**src/rtl/proc_pkg.sv**
```systemverilog
// Shared pipeline constants and the skid-buffer occupancy encoding.
// The occupancy code is {M valid, S valid}.
package proc_pkg;

  localparam int WORD_W     = 32;
  localparam int DEF_NUM_IN = 4;

  typedef enum logic [1:0] {
    SKID_EMPTY = 2'b00,
    SKID_ONE   = 2'b10,
    SKID_FULL  = 2'b11
  } skid_state_e;

endpackage

```
**src/rtl/mux_n_to_1_comb.sv**
```systemverilog
// Combinational N:1 word select.
// Selects at or above NUM_IN give a zero word and raise err.
module mux_n_to_1_comb #(
  parameter int WIDTH  = 32,
  parameter int NUM_IN = 4
) (
  input  logic [NUM_IN*WIDTH-1:0]   in_data,
  input  logic [$clog2(NUM_IN)-1:0] sel,
  output logic [WIDTH-1:0]          word,
  output logic                      err
);

  localparam int SEL_W = $clog2(NUM_IN);

  always_comb begin
    word = '0;
    err  = 1'b1;
    for (int k = 0; k < NUM_IN; k++) begin
      if (sel == SEL_W'(k)) begin
        word = in_data[k*WIDTH +: WIDTH];
        err  = 1'b0;
      end
    end
  end

endmodule

```
**src/rtl/mux_n_to_1_pipe.sv**
```systemverilog
// Registered N:1 select stage with a 2-entry skid buffer (M drives outputs, S holds overflow).
// in_ready depends only on local flops and flush, never on out_ready.
//
//   state | meaning
//   EMPTY | nothing held, outputs idle
//   ONE   | word in M, S free
//   FULL  | words in M and S, upstream stalled
module mux_n_to_1_pipe
  import proc_pkg::*;
#(
  parameter int WIDTH  = WORD_W,
  parameter int NUM_IN = DEF_NUM_IN
) (
  input  logic                      clk,
  input  logic                      rst_n,
  input  logic [NUM_IN*WIDTH-1:0]   in_data,
  input  logic [$clog2(NUM_IN)-1:0] sel,
  input  logic                      in_valid,
  output logic                      in_ready,
  input  logic                      flush,
  output logic [WIDTH-1:0]          out_data,
  output logic                      out_selerr,
  output logic                      out_valid,
  input  logic                      out_ready
);

  localparam int SEL_W = $clog2(NUM_IN);

  logic [SEL_W-1:0] w_sel;
  logic [WIDTH-1:0] w_word;
  logic             w_err;
  logic             w_in_fire;
  logic             w_out_fire;
  skid_state_e      w_state;

  logic             r_rst_ok;
  logic             r_m_valid;
  logic [WIDTH-1:0] r_m_data;
  logic             r_m_err;
  logic             r_s_valid;
  logic [WIDTH-1:0] r_s_data;
  logic             r_s_err;

  assign w_sel = sel;

  mux_n_to_1_comb #(
    .WIDTH  (WIDTH),
    .NUM_IN (NUM_IN)
  ) u_sel (
    .in_data (in_data),
    .sel     (w_sel),
    .word    (w_word),
    .err     (w_err)
  );

  // r_rst_ok keeps in_ready low until the first edge after reset release
  assign in_ready   = r_rst_ok & ~r_s_valid & ~flush;
  assign w_in_fire  = in_valid & in_ready;
  assign w_out_fire = r_m_valid & out_ready;
  assign w_state    = skid_state_e'({r_m_valid, r_s_valid});

  assign out_valid  = r_m_valid;
  assign out_data   = r_m_valid ? r_m_data : '0;
  assign out_selerr = r_m_valid & r_m_err;

  always_ff @(posedge clk or negedge rst_n) begin
    if (!rst_n) begin
      r_rst_ok  <= 1'b0;
      r_m_valid <= 1'b0;
      r_m_data  <= '0;
      r_m_err   <= 1'b0;
      r_s_valid <= 1'b0;
      r_s_data  <= '0;
      r_s_err   <= 1'b0;
    end else begin
      r_rst_ok <= 1'b1;
      if (flush) begin
        r_m_valid <= 1'b0;
        r_s_valid <= 1'b0;
      end else begin
        case (w_state)
          SKID_EMPTY: begin
            if (w_in_fire) begin
              r_m_valid <= 1'b1;
              r_m_data  <= w_word;
              r_m_err   <= w_err;
            end
          end
          SKID_ONE: begin
            if (w_in_fire && w_out_fire) begin
              r_m_data <= w_word;
              r_m_err  <= w_err;
            end else if (w_in_fire) begin
              r_s_valid <= 1'b1;
              r_s_data  <= w_word;
              r_s_err   <= w_err;
            end else if (w_out_fire) begin
              r_m_valid <= 1'b0;
            end
          end
          SKID_FULL: begin
            if (w_out_fire) begin
              r_m_data  <= r_s_data;
              r_m_err   <= r_s_err;
              r_s_valid <= 1'b0;
            end
          end
          default: begin
            // S without M cannot arise; recover to empty
            r_m_valid <= 1'b0;
            r_s_valid <= 1'b0;
          end
        endcase
      end
    end
  end

endmodule
```
**config.mk**
```make
export PLATFORM = sky130hd
export DESIGN_NAME = mux_n_to_1_pipe
export DESIGN_NICKNAME = d
export VERILOG_FILES = /design/src/rtl/proc_pkg.sv /design/src/rtl/mux_n_to_1_comb.sv /design/src/rtl/mux_n_to_1_pipe.sv
export SDC_FILE = /design/constraint.sdc
export NUM_CORES = 1
export LEC_CHECK = 0
export CORE_MARGIN = 3
export CORE_UTILIZATION = 25
export DETAILED_ROUTE_END_ITERATION = 6
export DONT_BUFFER_PORTS = 1
export GPL_TIMING_DRIVEN = 1
export PLACE_DENSITY_LB_ADDON = 0.3
export RECOVER_POWER = 50
export SLEW_MARGIN = 20
export SYNTH_ARGS = -nofsm -noshare
export SYNTH_HDL_FRONTEND = slang
export SYNTH_SLANG_ARGS = --single-unit
```
**constraint.sdc**
```tcl
create_clock -name clk -period 1.7 [get_ports clk]
set_clock_uncertainty 0.15 [all_clocks]
set_input_delay 0.255 -clock clk [delete_from_list [all_inputs] [get_ports clk]]
set_output_delay 0.255 -clock clk [all_outputs]
set_load 0.05 [all_outputs]
```
==> impl_metrics.env <==
export IMPL_fin_crit_ns=1.86
export IMPL_fp_dieH_um=138
export IMPL_cpPeakStageDelay_ns=0.53
export IMPL_crit_required_ns=1.29
export IMPL_netlist_instances=380
export IMPL_gp_congestion=0.719
export IMPL_synth_compound_area_frac=0.0792
export IMPL_ios=170
export IMPL_slew_viol_final=0
export IMPL_vias=3319
export IMPL_grt_ovfl_total=0
export IMPL_p_int_uw=3860
export IMPL_synth_seq_area_share=0.395
export IMPL_yosysTopAreaCell="dfrtp_1"
export IMPL_worst_setup_path_end_kind="output pin"
export IMPL_vias_per_cell=5.31
export IMPL_synth_adder_area_share=0
export IMPL_start_util=0.259
export IMPL_startpoint_type="flop"
export IMPL_syn_avg_cell_area_um2=11.5
export IMPL_hp_class="primary input to async pin"
export IMPL_track_usage=0.141
export IMPL_leakage_uw=0.00264
export IMPL_criticalPathCategory="flop to output pin"
export IMPL_cts_tree="yes"
export IMPL_power_density_nw_per_um2=892
export IMPL_synthSimpleGateAreaFrac=0.0964
export IMPL_clockRootBuffer="clkbuf_16"
export IMPL_cts_hold_buf=2
export IMPL_vdd_drop_max_mv=0.403
export IMPL_die_w_um=138
export IMPL_synth_cell_types=26
export IMPL_cpMostUsedCell="buf_12"
export IMPL_diodes=0
export IMPL_syn_num_nets=515
export IMPL_power_frac_seq=0.407
export IMPL_core_area_um2=16900
export IMPL_yosysWarnings=0
export IMPL_hold_violations=69
export IMPL_wl_per_cell_um=22.5
export IMPL_muxShareOfSynthArea=0.384
export IMPL_row_count=47
export IMPL_slowest_stage="dfrtp_4"
export IMPL_area_growth_pct=36.9
export IMPL_total_power_uw=5340
export IMPL_ant_nets=0
export IMPL_cp_cell_sequence="buf_6 > buf_12 > and2_4 > buf_12"
export IMPL_synth_top_family_by_area="multiplexers"
export IMPL_yosysTopAreaCellShare=0.395
export IMPL_nets=536
export IMPL_hpwl_um=8270
export IMPL_final_core_util=0.355
export IMPL_htree_levels=3
export IMPL_port_buffers=0
export IMPL_final_setup_viol_count=87
export IMPL_drc=0
export IMPL_path_delay_family="flip-flops"
export IMPL_dr_pass1_iters=4
export IMPL_grt_max_degree=70
export IMPL_drtIter0Drc=82
export IMPL_holdWs_ns=-0.531
export IMPL_dieArea_um2=19100
export IMPL_cts_buffer_depth=2
export IMPL_drt_wl_total_um=14100
export IMPL_antenna_found_initial=0
export IMPL_path_clk_slew_ns=0.06
export IMPL_cts_sinks=69
export IMPL_synth_area_top_cells="dfrtp_1 (39%), mux2i_1 (22%), mux2_2 (16%), o221ai_1 (6.4%), and2_1 (4.7%)"
export IMPL_fmax_mhz=537
export IMPL_post_route_cells_drive_above_1_share=0.477
export IMPL_p_comb_frac=0.256
export IMPL_cap_violations=0
export IMPL_status="finished, violations left"
export IMPL_switching_share=0.276
export IMPL_worst_slack_ns=-0.162
export IMPL_arrival_ns=1.46
export IMPL_cp_num_buf_inv=3
export IMPL_clock_power_share=0.337
export IMPL_clkLatencyLatePin_ns=0.33
export IMPL_fillCellCount=1621
export IMPL_numCtsBuffers=9
export IMPL_p_switching_uw=1470
export IMPL_grt_pass1_vias=3636
export IMPL_violations="negative hold slack, negative setup slack"
export IMPL_min_period_over_period=1.10
export IMPL_grt_pass1_wl_um=21300
export IMPL_cp_max_fo=16
export IMPL_synthXorXnorAreaFrac=0
export IMPL_rsz0062_at_grt="yes"
export IMPL_synthesis_area_um2=4370
export IMPL_synth_seq_cells=69
==> power by group through the flow <==
stage,logic [µW],registers (µW),clock network (µW)
final,1370,2170,1800
after global placement,970,2170,0
after floorplan,891,2120,0
after detailed placement,1000,2180,0
after global routing,1450,2210,1930
after CTS,1300,2170,1880
==> cells in the mapped netlist <==
library cell	count
a2111oi_4	1
a21bo_2	1
a21o_1	1
a21oi_1	2
and2_1	33
buf_1	1
buf_2	20
buf_4	1
buf_6	3
clkbuf_1	11
conb_1	1
dfrtp_1	69
inv_1	2
mux2_2	64
mux2i_1	96
nand2b_1	1
nand3_1	32
nand3b_1	1
nand4_1	1
nor2b_1	2
nor3_1	1
nor3_2	1
nor3b_1	1
o21ai_0	1
o221ai_1	32
o22ai_1	1
==> per-layer routing <==
layer / track usage / vias up / share of wire / routed length [µm]
li1: - / 1471 / - / -
met1: 0.178 / 1685 / 0.44 / 6230
met2: 0.230 / 140 / 0.48 / 6790
met3: 0.0363 / 23 / 0.053 / 747
met4: 0.0598 / 0 / 0.021 / 294
met5: 0 / - / 0 / 0
==> sequential cells by signal, indices dropped and copies added (netlist names) <==
signal,flops
r_m_err,1
r_m_data,32
r_s_data,32
r_s_valid,1
r_s_err,1
out_valid,1
r_rst_ok,1
==> cells by family after synthesis <==
group | after synthesis
mux | 160
compound gates | 39
simple gates | 73
other cells | 1
flops | 69
buf+inv | 38
==> worst paths after layout <==
| path | start | to | slack, ns | cells past startpoint |
|---|---|---|---|---|
| setup / recovery | out_valid | out_data[31] | -0.16 | 4 |
| max in group asynchronous | rst_n | out_valid | 1.83 | 0 |
| hold reg to reg | r_s_data[27] | r_s_data[27] | 0.36 | 1 |
| setup reg to reg | r_s_valid | r_s_data[24] | -0.16 | 6 |
| hold / removal | rst_n | r_s_data[10] | -0.53 | 0 |
| min in group clk | in_valid | out_valid | 0.04 | 2 |
==> placed cells by master, fill, tap and decap left out <==
cell           count
nand2b_1           1
nor3_1             1
buf_4             13
nand3b_1           1
buf_12            12
mux2i_1           96
and2_4            33
nor3b_4            1
a21o_4             1
conb_1             1
clkbuf_8           3
clkinv_2           1
a21oi_1            2
nor2b_1            2
buf_8              4
a2111oi_4          1
buf_16             3
clkbuf_1           2
o21ai_0            1
o221ai_4           1
nor3_4             1
a21bo_4            1
o221ai_1           5
clkbuf_16         12
nand3_1           27
dlygate4sd3_1      2
dfrtp_1           68
mux2_4            64
dfrtp_4            1
o221ai_2          26
nand4_1            1
o22ai_2            1
buf_6              9
inv_1              2
nand3_2            5
==> final cells by class <==
| cell class | instances | area (µm²) | area share |
|---|---|---|---|
| Sequential cell | 69 | 1730 | 0.289 |
| Multi-Input combinational cell | 273 | 3020 | 0.504 |
| Timing Repair Buffer | 46 | 677 | 0.113 |
| Inverter | 2 | 7.51 | 0.00125 |
| Tap cell | 220 | 275 | 0.0460 |
| Clock inverter | 1 | 5.00 | 0.000836 |
| Clock buffer | 14 | 274 | 0.0458 |
==> through the flow <==
stage | hold slack [ns] | setup slack [ns] | TNS (ns) | instance area, µm² | std cells
6_report | -0.531 | -0.162 | -7.23 | 5990 | 625
5_1_grt | -0.556 | -0.224 | -12.38 | 5990 | 625
4_1_cts | -0.555 | -0.170 | -9.61 | 5860 | 623
3_5_place_dp | -0.188 | -0.163 | -5.50 | 4830 | 587
3_3_place_gp | -0.187 | -0.124 | -3.67 | 4830 | 587
2_1_floorplan | -0.191 | -0.248 | -14.91 | 4470 | 380
==> repair_timing <==
action                     CTS  global route
setup endpoints to repair   91            98
buffers inserted            13             5
pin swaps                    3             7
hold endpoints to repair    72            69
gates cloned                 6             3
gates resized for setup    108            33
Note: power is estimated with default switching activity, not from simulation.
